**src/rtl/mem_ctrl_pkg.sv**
```systemverilog
// Shared types and constants for the byte-serial load/save controller.
// Length codes are byte counts, so they double as loop bounds in the datapath.
package mem_ctrl_pkg;

  typedef enum logic [1:0] {
    MEM_IDLE  = 2'd0,
    MEM_READ  = 2'd1,
    MEM_WRITE = 2'd2,
    MEM_DONE  = 2'd3
  } mem_state_t;

  localparam logic [2:0] MEM_LEN_B = 3'd1;
  localparam logic [2:0] MEM_LEN_H = 3'd2;
  localparam logic [2:0] MEM_LEN_W = 3'd4;

  function automatic logic len_ok(input logic [2:0] len);
    return (len == MEM_LEN_B) || (len == MEM_LEN_H) || (len == MEM_LEN_W);
  endfunction

endpackage

```
**src/rtl/mem_ctrl_if.sv**
```systemverilog
// Request bus from EX_MEM plus the 8-bit RAM port, bundled for the controller.
// The master side is the surrounding pipeline together with the RAM.
interface mem_ctrl_if #(parameter int ADDR_W = 32) ();
  logic              load;
  logic              save;
  logic [31:0]       sl_reg_address;
  logic [31:0]       sl_data;
  logic [2:0]        sl_data_length;
  logic              sl_data_signed;
  logic              stall;
  logic              done;
  logic [31:0]       load_data;
  logic [ADDR_W-1:0] mem_a;
  logic [7:0]        mem_dout;
  logic              mem_wr;
  logic [7:0]        mem_din;

  modport master (
    output load, save, sl_reg_address, sl_data, sl_data_length, sl_data_signed, mem_din,
    input  stall, done, load_data, mem_a, mem_dout, mem_wr
  );

  modport slave (
    input  load, save, sl_reg_address, sl_data, sl_data_length, sl_data_signed, mem_din,
    output stall, done, load_data, mem_a, mem_dout, mem_wr
  );
endinterface

```
**src/rtl/mem_ctrl_ext.sv**
```systemverilog
// Sign/zero extension of an assembled little-endian load value.
// Kept combinational and standalone so other load paths can share it.
module mem_ext
  import mem_ctrl_pkg::*;
(
  input  logic [31:0] raw,
  input  logic [2:0]  len,
  input  logic        sgn,
  output logic [31:0] ext
);

  always_comb begin
    ext = raw;
    case (len)
      MEM_LEN_B: ext = {{24{sgn & raw[7]}}, raw[7:0]};
      MEM_LEN_H: ext = {{16{sgn & raw[15]}}, raw[15:0]};
      default:   ext = raw;
    endcase
  end

endmodule

```
**src/rtl/mem_ctrl.sv**
```systemverilog
// MEM-stage responder: serialises loads/saves onto an 8-bit RAM, one byte
// per cycle little-endian, stalling the pipeline until the access completes.
//
// state | meaning
// IDLE  | waiting; a valid request is latched and its first byte driven
// READ  | presenting addresses and capturing bytes one cycle later
// WRITE | writing one byte per cycle
// DONE  | one-cycle completion pulse; the stale request copy is ignored
module mem_ctrl
  import mem_ctrl_pkg::*;
#(
  parameter int ADDR_W = 32
) (
  input  logic     clk,
  input  logic     rst,
  mem_ctrl_if.slave bus
);

  mem_state_t        state_q, state_d;
  logic [2:0]        k_q;
  logic [2:0]        len_q;
  logic              sgn_q;
  logic [31:0]       data_q;
  logic [31:0]       rd_buf;
  logic [31:0]       rd_merge;
  logic [31:0]       ext_val;
  logic [1:0]        rd_idx;
  logic [ADDR_W-1:0] mem_a_q;
  logic [7:0]        mem_dout_q;
  logic              mem_wr_q;
  logic              done_q;
  logic [31:0]       load_data_q;
  logic              req_valid;
  logic              last_wr;
  logic              last_rd;

  assign req_valid = (bus.load | bus.save) && len_ok(bus.sl_data_length);
  assign last_wr   = (k_q == 3'(len_q - 3'd1));
  assign last_rd   = (k_q == len_q);

  // In READ the counter runs one ahead of the byte being captured.
  assign rd_idx = k_q[1:0] - 2'd1;

  always_comb begin
    rd_merge = rd_buf;
    rd_merge[{rd_idx, 3'b000} +: 8] = bus.mem_din;
  end

  mem_ext u_ext (
    .raw (rd_merge),
    .len (len_q),
    .sgn (sgn_q),
    .ext (ext_val)
  );

  always_comb begin
    state_d = state_q;
    case (state_q)
      MEM_IDLE:  if (req_valid) state_d = bus.save ? MEM_WRITE : MEM_READ;
      MEM_WRITE: if (last_wr) state_d = MEM_DONE;
      MEM_READ:  if (last_rd) state_d = MEM_DONE;
      MEM_DONE:  state_d = MEM_IDLE;
      default:   state_d = MEM_IDLE;
    endcase
  end

  always_ff @(posedge clk or negedge rst) begin
    if (!rst) begin
      state_q     <= MEM_IDLE;
      k_q         <= '0;
      len_q       <= '0;
      sgn_q       <= 1'b0;
      data_q      <= '0;
      rd_buf      <= '0;
      mem_a_q     <= '0;
      mem_dout_q  <= '0;
      mem_wr_q    <= 1'b0;
      done_q      <= 1'b0;
      load_data_q <= '0;
    end else begin
      state_q <= state_d;
      done_q  <= 1'b0;
      case (state_q)
        MEM_IDLE: begin
          if (req_valid) begin
            mem_a_q    <= bus.sl_reg_address[ADDR_W-1:0];
            mem_wr_q   <= bus.save;
            mem_dout_q <= bus.sl_data[7:0];
            data_q     <= bus.sl_data;
            len_q      <= bus.sl_data_length;
            sgn_q      <= bus.sl_data_signed;
            k_q        <= '0;
            rd_buf     <= '0;
          end
        end
        MEM_WRITE: begin
          if (last_wr) begin
            mem_wr_q <= 1'b0;
            done_q   <= 1'b1;
          end else begin
            k_q        <= k_q + 3'd1;
            mem_a_q    <= mem_a_q + ADDR_W'(1);
            mem_dout_q <= data_q[{k_q[1:0] + 2'd1, 3'b000} +: 8];
          end
        end
        MEM_READ: begin
          if (k_q != 3'd0) rd_buf <= rd_merge;
          if (last_rd) begin
            load_data_q <= ext_val;
            done_q      <= 1'b1;
          end else begin
            k_q <= k_q + 3'd1;
            if (k_q < 3'(len_q - 3'd1)) mem_a_q <= mem_a_q + ADDR_W'(1);
          end
        end
        default: ;
      endcase
    end
  end

  assign bus.stall     = rst && (((state_q == MEM_IDLE) && req_valid) ||
                                 (state_q == MEM_READ) || (state_q == MEM_WRITE));
  assign bus.done      = done_q;
  assign bus.load_data = load_data_q;
  assign bus.mem_a     = mem_a_q;
  assign bus.mem_dout  = mem_dout_q;
  assign bus.mem_wr    = mem_wr_q;

endmodule

```
**src/flat_wrapper.sv**
```systemverilog
// flat-port wrapper written by rule: the top's interface ports become plain ports
module mem_ctrl_flat import mem_ctrl_pkg::*;
#(
  parameter int ADDR_W = 32
)
  (clk, rst, bus_load, bus_save, bus_sl_reg_address, bus_sl_data, bus_sl_data_length, bus_sl_data_signed, bus_mem_din, bus_stall, bus_done, bus_load_data, bus_mem_a, bus_mem_dout, bus_mem_wr);
  mem_ctrl_if #(.ADDR_W(ADDR_W)) bus_i ();
  input  logic clk;
  input  logic rst;
  input wire logic [$bits(bus_i.load)-1:0] bus_load;
  input wire logic [$bits(bus_i.save)-1:0] bus_save;
  input wire logic [$bits(bus_i.sl_reg_address)-1:0] bus_sl_reg_address;
  input wire logic [$bits(bus_i.sl_data)-1:0] bus_sl_data;
  input wire logic [$bits(bus_i.sl_data_length)-1:0] bus_sl_data_length;
  input wire logic [$bits(bus_i.sl_data_signed)-1:0] bus_sl_data_signed;
  input wire logic [$bits(bus_i.mem_din)-1:0] bus_mem_din;
  output wire logic [$bits(bus_i.stall)-1:0] bus_stall;
  output wire logic [$bits(bus_i.done)-1:0] bus_done;
  output wire logic [$bits(bus_i.load_data)-1:0] bus_load_data;
  output wire logic [$bits(bus_i.mem_a)-1:0] bus_mem_a;
  output wire logic [$bits(bus_i.mem_dout)-1:0] bus_mem_dout;
  output wire logic [$bits(bus_i.mem_wr)-1:0] bus_mem_wr;
  assign bus_i.load = bus_load;
  assign bus_i.save = bus_save;
  assign bus_i.sl_reg_address = bus_sl_reg_address;
  assign bus_i.sl_data = bus_sl_data;
  assign bus_i.sl_data_length = bus_sl_data_length;
  assign bus_i.sl_data_signed = bus_sl_data_signed;
  assign bus_i.mem_din = bus_mem_din;
  assign bus_stall = bus_i.stall;
  assign bus_done = bus_i.done;
  assign bus_load_data = bus_i.load_data;
  assign bus_mem_a = bus_i.mem_a;
  assign bus_mem_dout = bus_i.mem_dout;
  assign bus_mem_wr = bus_i.mem_wr;
  mem_ctrl #(.ADDR_W(ADDR_W)) u_core (.clk(clk), .rst(rst), .bus(bus_i));
endmodule
```
**config.mk**
```make
export PLATFORM = sky130hd
export DESIGN_NAME = mem_ctrl_flat
export DESIGN_NICKNAME = d
export VERILOG_FILES = /design/src/rtl/mem_ctrl_pkg.sv /design/src/rtl/mem_ctrl_if.sv /design/src/rtl/mem_ctrl_ext.sv /design/src/rtl/mem_ctrl.sv /design/src/flat_wrapper.sv
export SDC_FILE = /design/constraint.sdc
export NUM_CORES = 1
export LEC_CHECK = 0
export BUFFER_PORTS_ARGS = -buffer_cell sky130_fd_sc_hd__buf_2
export CORE_ASPECT_RATIO = 0.7
export CORE_UTILIZATION = 51
export CTS_BUF_LIST = sky130_fd_sc_hd__clkbuf_4 sky130_fd_sc_hd__clkbuf_8
export DETAILED_ROUTE_END_ITERATION = 10
export MAX_ROUTING_LAYER = met4
export PLACE_DENSITY = 0.79
export SLEW_MARGIN = 25
export SYNTH_ARGS = -nofsm -noshare
export SYNTH_HDL_FRONTEND = slang
export SYNTH_SLANG_ARGS = --single-unit
```
**constraint.sdc**
```tcl
create_clock -name clk -period 2.4 [get_ports clk]
set_input_delay 0.48 -clock clk [delete_from_list [all_inputs] [get_ports clk]]
set_output_delay 0.48 -clock clk [all_outputs]
set_load 0.05 [all_outputs]
```
# Word level (Yosys, flattened, before mapping)
# Cells that the tools add are included.
[classes]
add_sub_neg = 6
multipliers = 0
div_mod_pow = 0
magnitude_cmp = 1
n_eq_ne = 17
shifts = 3
muxes = 28
n_bitwise = 3
n_reduce_logical = 20
[op_table]
columns = ["operator", "n"]
rows = [
  ["32-bit 2-to-1 mux", 6],
  ["32-bit one-hot mux with 2 select lines", 2],
  ["32-bit one-hot mux with 3 select lines", 1],
  ["32-bit by 1-bit adder with 32-bit output, second input constant", 1],
  ["32-bit bitwise mux", 1],
  ["8-bit by 7-bit variable shift with 32-bit output, first input constant", 1],
  ["32-bit by 6-bit variable part select with 8-bit output", 1],
  ["8-bit by 7-bit variable part select with 32-bit output", 1],
  ["8-bit 2-to-1 mux", 2],
  ["8-bit one-hot mux with 2 select lines", 1],
  ["3-bit AND reduction", 4],
  ["2-bit by 1-bit != test with 1-bit output, second input constant", 5],
  ["3-bit 2-to-1 mux", 3],
  ["3-bit one-hot mux with 3 select lines", 1],
  ["2-bit 2-to-1 mux", 4],
  ["2-bit one-hot mux with 4 select lines", 1],
  ["5-bit negation with 7-bit output", 1],
  ["3-bit by 1-bit == test with 1-bit output, second input constant", 2],
  ["3-bit by 2-bit == test with 1-bit output, second input constant", 2],
  ["3-bit == test", 2],
  ["3-bit nonzero test", 2],
  ["5-bit AND reduction", 1],
  ["2-bit == test, second input constant", 2],
  ["1-bit logical OR", 4],
  ["other kinds (17)", 27],
]
[totals]
regBits = 147
latch_bits = 0
ram_bits = 0
rom_bits = 0
out_inout_bits = 75
wordCells = 89
n_memories = 0

# Depth between registers and ports, before layout
[depth]
depth_word = 8
depth_mapped = 12
depth_no_buf = 10

# By module
# Synthesis repeated with hierarchy kept, for this count alone.
[hier_totals]
cells_unflattened = 751
area_unflattened_um2 = 7805.0
[modules_own_cells]
columns = ["mod", "instances", "cells_each", "area_each_um2", "seq_area_each_um2"]
rows = [
  ["mem_ctrl", 1, 707, 7455.9, 3678.5],
  ["mem_ext", 1, 44, 349.1, 0.0],
]

# Worst setup path after synthesis
# No wires, ideal clock.
[synth_timing]
path_kind = "flip-flop to output port"
from = "register u_core.state_q[0]"
to = "output bus_stall"
arrival_ns = 2.335
required_time_ns = 1.920
path_slack_ns = -0.415
stages_incl_launch_ff = 7
path_buffers = 2
path_cell_list = "dfrtp_1 -> inv_1 -> ha_1 -> clkbuf_1 -> nand2_1 -> buf_2 -> a31oi_1"
[synth_between]
elab_chain_len = 5
word_cells_on_any_way = 7
[synth_lines]
columns = ["item", "line_no", "rtl"]
rows = [
  ["start, declared", "mem_ctrl.sv:19", "mem_state_t state_q, state_d;"],
  ["start signal, assigned", "mem_ctrl.sv:81", "state_q <= state_d;"],
  ["2-bit zero test", "mem_ctrl.sv:121", "assign bus.stall = rst && (((state_q == MEM_IDLE) && req_valid) ||"],
  ["1-bit logical AND", "mem_ctrl.sv:121", ""],
  ["1-bit logical OR", "mem_ctrl.sv:121", ""],
  ["1-bit logical OR (*)", "mem_ctrl.sv:122", "(state_q == MEM_READ) || (state_q == MEM_WRITE));"],
  ["1-bit logical AND (*)", "mem_ctrl.sv:121", ""],
  ["end, declared", "flat_wrapper.sv:17", "output wire logic [$bits(bus_i.stall)-1:0] bus_stall;"],
]
# Mark *: on every way between the ends. The rest lies on a longest branch, timed or not.

# Worst setup path in the final report
[layout_timing]
from = "register u_core.len_q[0]"
to = "register u_core.mem_a_q[27], in the netlist u_core.bus.mem_a[27]"
[layout_between]
elab_chain_len = 4
word_cells_on_any_way = 8
[layout_lines]
columns = ["item", "line_no", "rtl"]
rows = [
  ["start, declared", "mem_ctrl.sv:21", "logic [2:0] len_q;"],
  ["start signal, assigned", "mem_ctrl.sv:90", "len_q <= bus.sl_data_length;"],
  ["3-bit by 1-bit subtractor with 3-bit output", "mem_ctrl.sv:38, mem_ctrl.sv:113", ""],
  ["3-bit less-than comparator / 3-bit == test (equally long branches)", "mem_ctrl.sv:113, mem_ctrl.sv:38", ""],
  ["2-bit by 1-bit != test with 1-bit output (no line) / 2-bit != test (equally long branches)", "n/a", ""],
  ["5-bit AND reduction (no line) (*)", "n/a", ""],
  ["end signal, assigned", "mem_ctrl.sv:86", "mem_a_q <= bus.sl_reg_address[ADDR_W-1:0];"],
  ["end signal, assigned", "mem_ctrl.sv:102", "mem_a_q <= mem_a_q + ADDR_W'(1);"],
  ["end signal, assigned", "mem_ctrl.sv:113", "if (k_q < 3'(len_q - 3'd1)) mem_a_q <= mem_a_q + ADDR_W'(1);"],
  ["end, declared", "mem_ctrl.sv:28", "logic [ADDR_W-1:0] mem_a_q;"],
]
# Marked as above.
# A chain may end at the register's enable or synchronous reset.

==> impl_metrics.yaml <==
placed_design:
  routabilityCongestion: 0.904
  port-buffer-count: 154
  dp_hpwl_um: 12900
global_route:
  grt_antenna_before_repair: 0
  grt_use_total: 0.268
  grt_max_degree: 148
  grt_first_pass_wirelength_um: 30100
  grt_pass1_vias: 5865
  gr-total-overflow: 0
sta:
  fmax_mhz: 419
  tightest_slew_ps: 805
  hold_viol_final: 0
  hold_ws_ps: 162
  slew_violations: 0
  min_period_ps: 2390
  min_period_over_period: 0.995
  relSlewSlack: 0.463
  grt_setup_unrepaired: "true"
  setup_viol: 0
  fin_worst_skew_ps: 15.7
detailed_routing:
  dr.pass1.iters: 5
  drt-initial-drc-count: 556
  drcViolationCount: 0
  ant_nets: 0
  wl_per_cell_um: 17.6
  dr_total_vias: 6378
  wirelength_um: 19400
  vias_per_cell: 5.79
die:
  start_util: 0.524
  fp.dieH_um: 102
  die_area_sq_um: 14800
  io-pin-count: 155
  num_rows: 36
  design.core.area_sq_um: 14000
  die_w_um: 145
run_status:
  outcome: "finished, final reports clean"
clock_tree:
  clk_latency_ps: 450
  clock-sinks: 147
  clk_pin_slew_worst_paths_ps: 80
  cts-htree-levels: 4
  numCtsBuffers: 17
  clockBufferDepth: 2
  tritoncts: "yes"
  hold_buffers: 0
  clock-root-buffer: "clkbuf_8"
min_path:
  hold_path_class: "input pin to async pin"
yosys:
  ys_top_cells_by_area: "dfrtp_1 50%, mux2_2 5.5%, a21oi_1 4.9%"
  yosysTopAreaCell: "dfrtp_1"
  async_reset_ff_frac: 1.00
  synth_ff_type: "dfrtp_1"
  syn_area_per_cell_sq_um: 10.1
  synth_top_cells_by_count: "147 x dfrtp_1, 72 x a21oi_1, 53 x nor2_1"
  synth_top_area_frac: 0.503
  synth_edf_count: 0
  ys_ff_latch: 147
  syn_inst: 722
  synth_area_sq_um: 7320
  synth.distinct_cells: 51
  ys_warn_count: 0
  syn_nets: 818
  yosysMostFrequentCell: "dfrtp_1"
  yosysSeqAreaShare: 0.503
setup_path:
  cp_slowest_cell: "dfrtp_1"
  slowest_delay_ps: 390
  cp_data_arrival_time_ps: 2740
  cp.required_ps: 2760
  path_max_fanout: 7
  crit_chain: "inv_2, ha_4, xnor2_2, ha_1, nand3_2, nor2_4, a2111oi_4, buf_6, and2_4, buf_12, a21oi_2, a211oi_2"
  cp-start-kind: "flop"
  path_class: "flop to flop"
  cp-end-kind: "flop"
finish:
  areaGrowthSynthToFinish_pct: 26.2
  diodes: 0
  fillers: 1122
  drive_gt1_frac: 0.345
  nets: 995
job:
  maxCapViolCount: 0
[sequential cells by signal (all words and copies together) (netlist names)]
signal / cells
u_core.bus.load_data: 32
u_core.bus.mem_a: 32
u_core.data_q: 32
u_core.rd_buf: 32
u_core.bus.mem_dout: 8
u_core.k_q: 3
u_core.len_q: 3
u_core.state_q: 2
u_core.bus.done: 1
u_core.bus.mem_wr: 1
u_core.sgn_q: 1
[layer usage]
metal,up-vias,GRT usage,share of wire
met5,-,-,0
met4,0,0.0810,0.016
met3,25,0.0554,0.067
met2,266,0.371,0.42
met1,3072,0.393,0.49
li1,3015,-,-
[area by class of cell]
| type | count | area, sq um | area share |
|---|---|---|---|
| Multi-Input combinational cell | 487 | 3460 | 0.374 |
| Inverter | 43 | 161 | 0.0175 |
| Clock buffer | 18 | 248 | 0.0268 |
| Tap cell | 190 | 238 | 0.0258 |
| Sequential cell | 147 | 3680 | 0.399 |
| Clock inverter | 14 | 179 | 0.0194 |
| Timing Repair Buffer | 203 | 1270 | 0.137 |
[final timing paths]
path	from	cells after the start	slack [ps]	to
max in group asynchronous	rst	2	1620	u_core.bus.mem_a[30]
min in group clk	bus_sl_data[29]	2	250	u_core.data_q[29]
hold / removal	rst	2	160	u_core.bus.load_data[4]
setup reg to reg	u_core.len_q[0]	12	10	u_core.bus.mem_a[27]
setup / recovery	u_core.len_q[0]	12	10	u_core.bus.mem_a[27]
hold reg to reg	u_core.bus.mem_dout[3]	2	490	u_core.bus.mem_dout[3]
[kinds of logic after synthesis]
kind of cell | Yosys count | synth area share
mux | 56 | 0.0965
buf+inv | 88 | 0.0494
xor+xnor | 4 | 0.00479
compound gates | 221 | 0.192
fa+ha+maj | 16 | 0.0274
simple gates | 190 | 0.127
flops | 147 | 0.503
[critical path: cells and delay by family (launching register included)]
family | cells | cell delay (ps)
fa+ha+maj | 2 | 490
compound gates | 3 | 490
xor+xnor | 1 | 130
buf+inv | 3 | 410
simple gates | 3 | 390
flops | 1 | 390
[cell usage in the layout (no fill, tap or decap), types with 18 or more instances in the layout]
cell type / netlist / routed
clkbuf_8: 0 / 18
buf_4: 2 / 41
a22o_1: 34 / 34
a21oi_1: 72 / 67
buf_2: 7 / 152
mux2_2: 36 / 36
nor2_1: 53 / 52
nand4_1: 28 / 28
dfrtp_1: 147 / 147
inv_1: 42 / 40
o21ai_0: 41 / 40
o22ai_1: 47 / 37
nand2_1: 52 / 52
[through the flow]
step                instances  area [sq um]   util  TNS (ps)  worst slack, ps
global route             1102          9230  0.661      -386            -87.2
global placement         1062          8530  0.611     -6.03            -6.03
finish                   1102          9230  0.661         0             13.1
CTS                      1095          8990  0.644     -14.4            -14.4
detailed placement       1062          8530  0.611      -149            -73.4
floorplan                 722          7350      -         0             4.41
[timing repair]
item | in CTS | in global routing
cloned | 1 | 2
pin swaps | 0 | 8
setup endpoints to repair | 8 | 47
resized for setup | 4 | 29
buffers inserted | 0 | 5
Power is left out: the tool's default activity adds up to more than one toggle a clock period on the data nets, which glitch-free logic cannot reach.
